## config.mk

```make
export PLATFORM = sky130hd
export DESIGN_NAME = mem_access_ctrl
export DESIGN_NICKNAME = d
export VERILOG_FILES = /design/src/rtl/mem_access_ctrl_pkg.sv /design/src/rtl/mem_access_ctrl_load_align.sv /design/src/rtl/mem_access_ctrl.sv
export SDC_FILE = /design/constraint.sdc
export NUM_CORES = 1
export LEC_CHECK = 0
export CAP_MARGIN = 30
export CELL_PAD_IN_SITES_DETAIL_PLACEMENT = 1
export CELL_PAD_IN_SITES_GLOBAL_PLACEMENT = 1
export CORE_MARGIN = 2
export CORE_UTILIZATION = 31
export DETAILED_ROUTE_END_ITERATION = 10
export GPL_ROUTABILITY_DRIVEN = 0
export GPL_TIMING_DRIVEN = 0
export PLACE_DENSITY = 0.85
export SYNTH_ARGS = -nofsm -noshare
export SYNTH_HDL_FRONTEND = slang
export SYNTH_SLANG_ARGS = --single-unit
```

## constraint.sdc

```tcl
create_clock -name Clk -period 2.7 [get_ports Clk]
set_clock_uncertainty 0.2 [all_clocks]
set_input_delay 0.54 -clock Clk [delete_from_list [all_inputs] [get_ports Clk]]
set_output_delay 0.54 -clock Clk [all_outputs]
set_load 0.01 [all_outputs]
```

## src/rtl/mem_access_ctrl_pkg.sv

```systemverilog
// rtl/mem_access_ctrl_pkg.sv - shared MIPS data-memory access definitions
package mem_access_ctrl_pkg;

    typedef enum logic [1:0] {
        IDLE = 2'd0,
        WAIT = 2'd1,
        DONE = 2'd2
    } memState_t;

    localparam int          DEFAULT_TIMEOUT_CYCLES = 255;
    localparam logic [31:0] DEFAULT_ABORT_DATA     = 32'hDEADBEEF;
    localparam int          WAIT_CNT_WIDTH         = 16;

    function automatic logic [31:0] wordAlign(input logic [31:0] addr);
        return {addr[31:2], 2'b00};
    endfunction

endpackage

```

## src/rtl/mem_access_ctrl_load_align.sv

```systemverilog
// rtl/mem_access_ctrl_load_align.sv - byte lane select and extension for loads
module load_align (
    input  logic [31:0] wordIn,
    input  logic [1:0]  lane,
    input  logic        isByte,
    input  logic        signExtend,
    output logic [31:0] dataOut
);

    logic [7:0] laneByte;

    // Lane 0 is the least significant byte of the memory word.
    always_comb begin
        laneByte = 8'h00;
        case (lane)
            2'd0: laneByte = wordIn[7:0];
            2'd1: laneByte = wordIn[15:8];
            2'd2: laneByte = wordIn[23:16];
            2'd3: laneByte = wordIn[31:24];
            default: laneByte = 8'h00;
        endcase

        if (!isByte) begin
            dataOut = wordIn;
        end else if (signExtend) begin
            dataOut = {{24{laneByte[7]}}, laneByte};
        end else begin
            dataOut = {24'h000000, laneByte};
        end
    end

endmodule

```

## src/rtl/mem_access_ctrl.sv

```systemverilog
// rtl/mem_access_ctrl.sv - MEM-stage data memory handshake with stall and timeout
module mem_access_ctrl
    import mem_access_ctrl_pkg::*;
#(
    parameter int          TIMEOUT_CYCLES = DEFAULT_TIMEOUT_CYCLES,
    parameter logic [31:0] ABORT_DATA     = DEFAULT_ABORT_DATA
) (
    input  logic        Clk,
    input  logic        Rst,
    input  logic        MemReadIn,
    input  logic        MemWriteIn,
    input  logic        LbIn,
    input  logic        LoadExtendedIn,
    input  logic [31:0] AddressIn,
    input  logic [31:0] WriteDataIn,
    output logic        MemReq,
    output logic        MemWe,
    output logic [31:0] MemAddr,
    output logic [31:0] MemWData,
    input  logic        MemAck,
    input  logic [31:0] MemRData,
    output logic [31:0] ReadDataOut,
    output logic        ReadValid,
    output logic        Stall,
    output logic        Timeout
);

    localparam logic [WAIT_CNT_WIDTH-1:0] TIMEOUT_LAST = WAIT_CNT_WIDTH'(TIMEOUT_CYCLES - 1);

    memState_t                 state;
    logic [WAIT_CNT_WIDTH-1:0] waitCnt;
    logic [31:0]               latchedAddr;
    logic [31:0]               latchedData;
    logic                      latchedByte;
    logic                      latchedExt;
    logic                      latchedWrite;
    logic [31:0]               alignedData;

    load_align u_load_align (
        .wordIn     (MemRData),
        .lane       (latchedAddr[1:0]),
        .isByte     (latchedByte),
        .signExtend (latchedExt),
        .dataOut    (alignedData)
    );

    assign MemReq   = (state == WAIT);
    assign MemWe    = MemReq && latchedWrite;
    assign MemAddr  = wordAlign(latchedAddr);
    assign MemWData = latchedData;

    // The request is seen combinationally so the pipeline freezes in the same cycle it arrives.
    assign Stall = !Rst && ((state == WAIT) || ((state == IDLE) && (MemReadIn || MemWriteIn)));

    always_ff @(posedge Clk) begin
        if (Rst) begin
            state        <= IDLE;
            waitCnt      <= '0;
            latchedAddr  <= '0;
            latchedData  <= '0;
            latchedByte  <= 1'b0;
            latchedExt   <= 1'b0;
            latchedWrite <= 1'b0;
            ReadDataOut  <= '0;
            ReadValid    <= 1'b0;
            Timeout      <= 1'b0;
        end else begin
            ReadValid <= 1'b0;
            Timeout   <= 1'b0;
            case (state)
                IDLE: begin
                    if (MemReadIn || MemWriteIn) begin
                        latchedAddr  <= AddressIn;
                        latchedData  <= WriteDataIn;
                        latchedByte  <= LbIn;
                        latchedExt   <= LoadExtendedIn;
                        // A simultaneous read and write request is serviced as a read.
                        latchedWrite <= MemWriteIn && !MemReadIn;
                        waitCnt      <= '0;
                        state        <= WAIT;
                    end
                end
                WAIT: begin
                    if (MemAck) begin
                        if (!latchedWrite) begin
                            ReadDataOut <= alignedData;
                            ReadValid   <= 1'b1;
                        end
                        state <= DONE;
                    end else if (waitCnt == TIMEOUT_LAST) begin
                        if (!latchedWrite) begin
                            ReadDataOut <= ABORT_DATA;
                        end
                        Timeout <= 1'b1;
                        state   <= DONE;
                    end else begin
                        waitCnt <= waitCnt + 1'b1;
                    end
                end
                DONE: begin
                    state <= IDLE;
                end
                default: begin
                    state <= IDLE;
                end
            endcase
        end
    end

endmodule

```

# Yosys cells after proc, flatten, opt, wreduce, memory -nomap -nowiden
# Index checks and enable logic that the tools add are counted.
[word_totals]
mem_bits_ro = 0
ramBits = 0
n_memories = 0
register_bits = 119
output_inout_bits = 101
wordCells = 58
latch_bits = 0
input_bits = 103
[classes]
add_sub_neg = 1
n_eq_ne = 9
mux = 17
reduce_logical = 18
mul = 0
div_mod_pow = 0
shifts = 0
n_lt_le_gt_ge = 0
bitwise_logic = 3
[op_table]
columns = ["cell", "count"]
rows = [
  ["$mux W32", 6],
  ["$mux W16", 3],
  ["$pmux W16 S2", 1],
  ["$pmux W8 S4", 1],
  ["$add A16 B1 Y16 const B", 1],
  ["$eq A16 B8 Y1 const B", 1],
  ["$mux W2", 3],
  ["$reduce_or A3 Y1", 2],
  ["$eq A2 B1 Y1 const B", 2],
  ["$eq A2 B2 Y1 const B", 2],
  ["$logic_and A1 B1 Y1", 4],
  ["$logic_not A2 Y1", 2],
  ["$ne A2 B2 Y1 const B", 2],
  ["$pmux W2 S2", 1],
  ["$reduce_and A2 Y1", 2],
  ["$reduce_and A4 Y1", 1],
  ["$reduce_bool A2 Y1", 2],
  ["$ne A3 B1 Y1 const B", 1],
  ["$not A1 Y1", 3],
  ["$reduce_and A3 Y1", 1],
  ["$logic_not A1 Y1", 2],
  ["$logic_or A1 B1 Y1", 2],
  ["$mux W1", 2],
  ["$ne A2 B1 Y1 const B", 1],
]

# Longest topological paths before layout
# Gate-level depths: netlist (run 1).
[depth]
depth_word = 6
depth_mapped = 8
ltp_nobuf = 6

# Modules after synthesis
# Synthesis (run 1) repeated with hierarchy kept, for this count alone.
[unflattened]
hier_cells = 650
hier_area_um2 = 5403.9
[by_module_without_submodules]
columns = ["mod", "seq_area_each_um2", "n_inst", "cells_each", "area_each_um2"]
rows = [
  ["mem_access_ctrl", 2382.3, 1, 546, 4753.3],
  ["load_align", 0.0, 1, 104, 650.6],
]

# Least setup slack after synthesis (run 1)
# OpenSTA, ideal clock, no wires.
[synth_path]
kind = "input port to flip-flop"
startpoint = "input port MemAck"
endpoint = "register waitCnt[15]"
slack_ns = 0.413
setup_time_ns = 0.070
arrival_ns = 2.016
path_stages = 5
path_buffers = 1
t_required_ns = 2.430
path_cell_list = "buf_6 > or3b_4 > or4_4 > or3_1 > a21oi_1"
[synth_via]
elab_chain_cells = 2
[synth_rtl]
columns = ["element", "line", "rtl"]
rows = [
  ["start: declaration", "mem_access_ctrl.sv:20", "input logic MemAck,"],
  ["$ne A2 B2 Y1 (no source line)", "-", ""],
  ["$reduce_and A4 Y1 (no source line)", "-", ""],
  ["end signal: assignment", "mem_access_ctrl.sv:97", "waitCnt <= waitCnt + 1'b1;"],
  ["end: declaration", "mem_access_ctrl.sv:31", "logic [WAIT_CNT_WIDTH-1:0] waitCnt;"],
]
# No other way between the ends.
# A chain may end at the register's enable or synchronous reset.

# Worst setup path after layout (run 1)
[layout_path]
startpoint = "register state[0]"
endpoint = "output port MemWe"
[layout_via]
elab_chain_cells = 2
[layout_rtl]
columns = ["element", "line", "rtl"]
rows = [
  ["start: declaration", "mem_access_ctrl.sv:30", "memState_t state;"],
  ["start signal: assignment", "mem_access_ctrl.sv:57", "state <= IDLE;"],
  ["start signal: assignment", "mem_access_ctrl.sv:80", "state <= WAIT;"],
  ["start signal: assignment", "mem_access_ctrl.sv:89", "state <= DONE;"],
  ["$eq A2 B1 Y1", "mem_access_ctrl.sv:47", "assign MemReq = (state == WAIT);"],
  ["$logic_and A1 B1 Y1", "mem_access_ctrl.sv:48", "assign MemWe = MemReq && latchedWrite;"],
  ["end: declaration", "mem_access_ctrl.sv:17", "output logic MemWe,"],
]
# No other way between the ends.

==> impl_results.md, run 1 <==
- Num ports: 204
- Cells after Synth: 592
- Leading cell type in the layout, fill and taps excluded: clkdlybuf4s50_1
- WL per Instance: 16.3 um
- Row count: 46
- Critical path class: register to output port
- Total grt overflow: 0
- Worst R2R Setup Slack: 0.22 ns
- Die Width: 131 um
- First-pass GRT wire length: 26,300 um
- Bufs on Longest Clock Path: 2
- CP Launch Type: register
- Routed Antenna Nets: 0
- TritonCTS Sinks: 119
- Tcrit/Tclk final: 0.938
- CP Capture Point: MemWe
- IO buf count: 199
- Critical Path AT: 1.79 ns
- Clk_lat worst skew: 0.42 ns
- Remaining DRCs: 0
- Wire length on met3: 1560 um
- Die height: 131 um
- Crit path from: state[0]
- PwrDens: 669 nW/um^2
- Final hold violations: 0
- Number of global-route vias before repair: 5,101
- Leak Pwr: 0.00302 uW
- Metal2 WL: 8230 um
- Area Overhead vs Synth: 58.0%
- Worst R2R Start: waitCnt[1]
- CP endpoint kind: output port
- Vias: 5,006
- Tmin final: 2.53 ns
- Critical path fanouts, max: 6
- Fmax: 395 MHz
- Highest Signal Layer: met4
- Mapped cell area: 5000 sq um
- Proportion of synthesized area in mux cells: 0.0163
- Slew at the pin closest to its max-slew limit: 0.830 ns
- Layout cells sized above 1: 0.103
- Fin Setup TNS: 0 ns
- Setup WS post-layout: 0.166 ns
- Synthesized area per cell: 8.44 sq um
- Max cap viols: 0
- M1 WL: 6980 um
- CTS buffer count: 17
- Fin area: 7900 sq um
- Reg clk slew, reported paths: 0.06 ns
- Compound-cell area share of the yosys netlist: 0.183
- Nets@finish: 915
- CTS tree: yes
- Starting Density: 0.316
- RSZ-0062 raised after global routing: false
- Most frequent cells in the layout: clkdlybuf4s50_1 (198), nand2_1 (145), dfxtp_1 (119)
- Cell variety after synth: 48
- Area of placed instances: 7260 sq um
- Number of synthesized register bits: 119
- Status: finished clean
- Worst r2r dst: ReadDataOut[8]
- Initial antenna violation count: 0
- Largest net degree at the start of global routing: 20
- Main combinational cell family by area after synthesis: simple AND/OR/NAND/NOR gates
- Die ar.: 17,200 sq um
- Max-slew violations: 0
- Core ar.: 15,800 sq um
- TritonRoute pass-1 iters: 4
- Ant. Diodes: 0
- Dpl hpwl: 12,400 um
- Endpoints failing setup: 0
- Synth Area in XOR/XNOR: 0.00350
- GRT Util Overall: 0.199
- Adder-Cell Fraction of Synth Area: 0.00501
- Hold-fix buffers, CTS: 0
- Register area share after synthesis: 0.477
- Worst reg2reg path depth: 6
- Req. time, crit path: 1.96 ns
- Post-Synth Simple-Gate Area: 0.226
- Hold crit path type: primary input to register
- H-tree depth: 4
- Slew margin rel.: 0.443
- Place WS: -0.686 ns
- Total wire length: 17,000 um
- 1st-iter DRT viols: 149
- Clock Tree Root: clkbuf_16
- Drt via density: 4.82
- Max rail drop VDD: 0.000423 V
- Ys Warns: 0
- Setup Buffers After CTS: 0
-- synthesized netlist by cell type, drive strengths merged --
| master | number | area share |
|---|---|---|
| nand2 | 145 | 0.11 |
| dfxtp | 119 | 0.48 |
| a21oi | 86 | 0.088 |
| buf | 42 | 0.063 |
| clkbuf | 25 | 0.019 |
| and2 | 19 | 0.024 |
| o22a | 17 | 0.030 |
| nor2 | 16 | 0.012 |
| o21ai | 10 | 0.010 |
| inv | 8 | 0.0060 |
| nor3 | 8 | 0.0080 |
| or3 | 8 | 0.010 |
| a221o | 7 | 0.014 |
| mux2i | 7 | 0.014 |
| nand2b | 7 | 0.0088 |
| nand3 | 7 | 0.0070 |
| o221ai | 7 | 0.012 |
| or4 | 7 | 0.012 |
| nand4 | 5 | 0.0063 |
| o31ai | 5 | 0.0075 |
| nor3b | 4 | 0.0060 |
| nor2b | 3 | 0.0038 |
| nor4 | 3 | 0.0038 |
| a211oi | 2 | 0.0030 |
| a31oi | 2 | 0.0025 |
| and3 | 2 | 0.0025 |
| ha | 2 | 0.0050 |
| o211ai | 2 | 0.0030 |
| o41ai | 2 | 0.0065 |
| or2 | 2 | 0.0025 |
| xnor2 | 2 | 0.0035 |
| a211o | 1 | 0.0018 |
| and4 | 1 | 0.0018 |
| conb | 1 | 0.00075 |
| mux2 | 1 | 0.0023 |
| nor4bb | 1 | 0.0020 |
| o21a | 1 | 0.0015 |
| o22ai | 1 | 0.0013 |
| o311a | 1 | 0.0020 |
| or3b | 1 | 0.0023 |
| or4b | 1 | 0.0028 |
| or4bb | 1 | 0.0023 |
-- per-layer routing --
layer / global-route usage / up-vias
met1: 0.224 / 2374
li1: - / 2462
met2: 0.336 / 154
met5: 0 / -
met3: 0.0985 / 16
met4: 0.0551 / 0
-- worst min path at each step --
stage	startpoint	end	cells after the start
floorplan	latchedAddr[10]	latchedAddr[10]	2
detailed placement	latchedAddr[15]	latchedAddr[15]	2
CTS	MemAck	ReadValid	3
global placement	MemWData[27]	MemWData[27]	2
finish	MemAck	ReadValid	3
global route	MemAck	ReadValid	3
-- through the flow --
step,instances,utilization,total power [uW],hold slack [ns]
3_5_place_dp,1008,0.459,2940,0.247
2_1_floorplan,593,-,2410,0.237
4_1_cts,1039,0.499,5360,0.235
5_1_grt,1039,0.499,5520,0.263
3_3_place_gp,1008,0.459,2920,0.241
6_report,1039,0.499,5290,0.247
-- registers in the layout (all words and copies together), names as in the netlist --
name,cells
latchedWrite,1
Timeout,1
state,2
latchedAddr,32
waitCnt,16
MemWData,32
ReadValid,1
latchedExt,1
latchedByte,1
ReadDataOut,32
-- critical path, stage by stage, from the launching register on --
cell and delay [ns]:
dfxtp_1 0.42, nor2b_1 0.26, and2_1 0.16, clkdlybuf4s50_1 0.55
-- power breakdown --
group	total, uW	internal, uW	switching, uW
Clock	2390	1510	875
Sequential	1960	1880	73.4
Combinational	943	512	431
-- logic make-up (layout without fill, tap and decap cells) --
family | Yosys count | count (layout)
adders and majority gates | 2 | 2
DFF | 119 | 119
buffers and inverters | 75 | 305
other | 1 | 2
muxes | 8 | 8
xor gates and xnor gates | 2 | 2
and+or+nand+nor | 241 | 241
AOI/OAI and AO/OA | 144 | 144
-- timing repair --
item                                    4_1_cts  5_1_grt
endpoints found under the hold margin         0        0
resized for setup                             7        2
endpoints found under the setup margin        1        1
-- final cells by class --
cell class / instances / area [sq um]
fillers: 1864 / 7930
flip-flops and latches: 119 / 2380
multi-input cells: 399 / 2190
repair buffers: 199 / 1990
clock buffers: 19 / 453
plain buffers: 66 / 418
well taps: 216 / 270
clock inverters: 13 / 170
inverters: 8 / 30.0
Power figures use the tool's default switching activity.
==> run 2, diff against run 1 <==
- SLEW_MARGIN: not set -> 20
==> results of run 2 <==
Same layout as run 1: the final DEF is identical, and so are final timing and power.
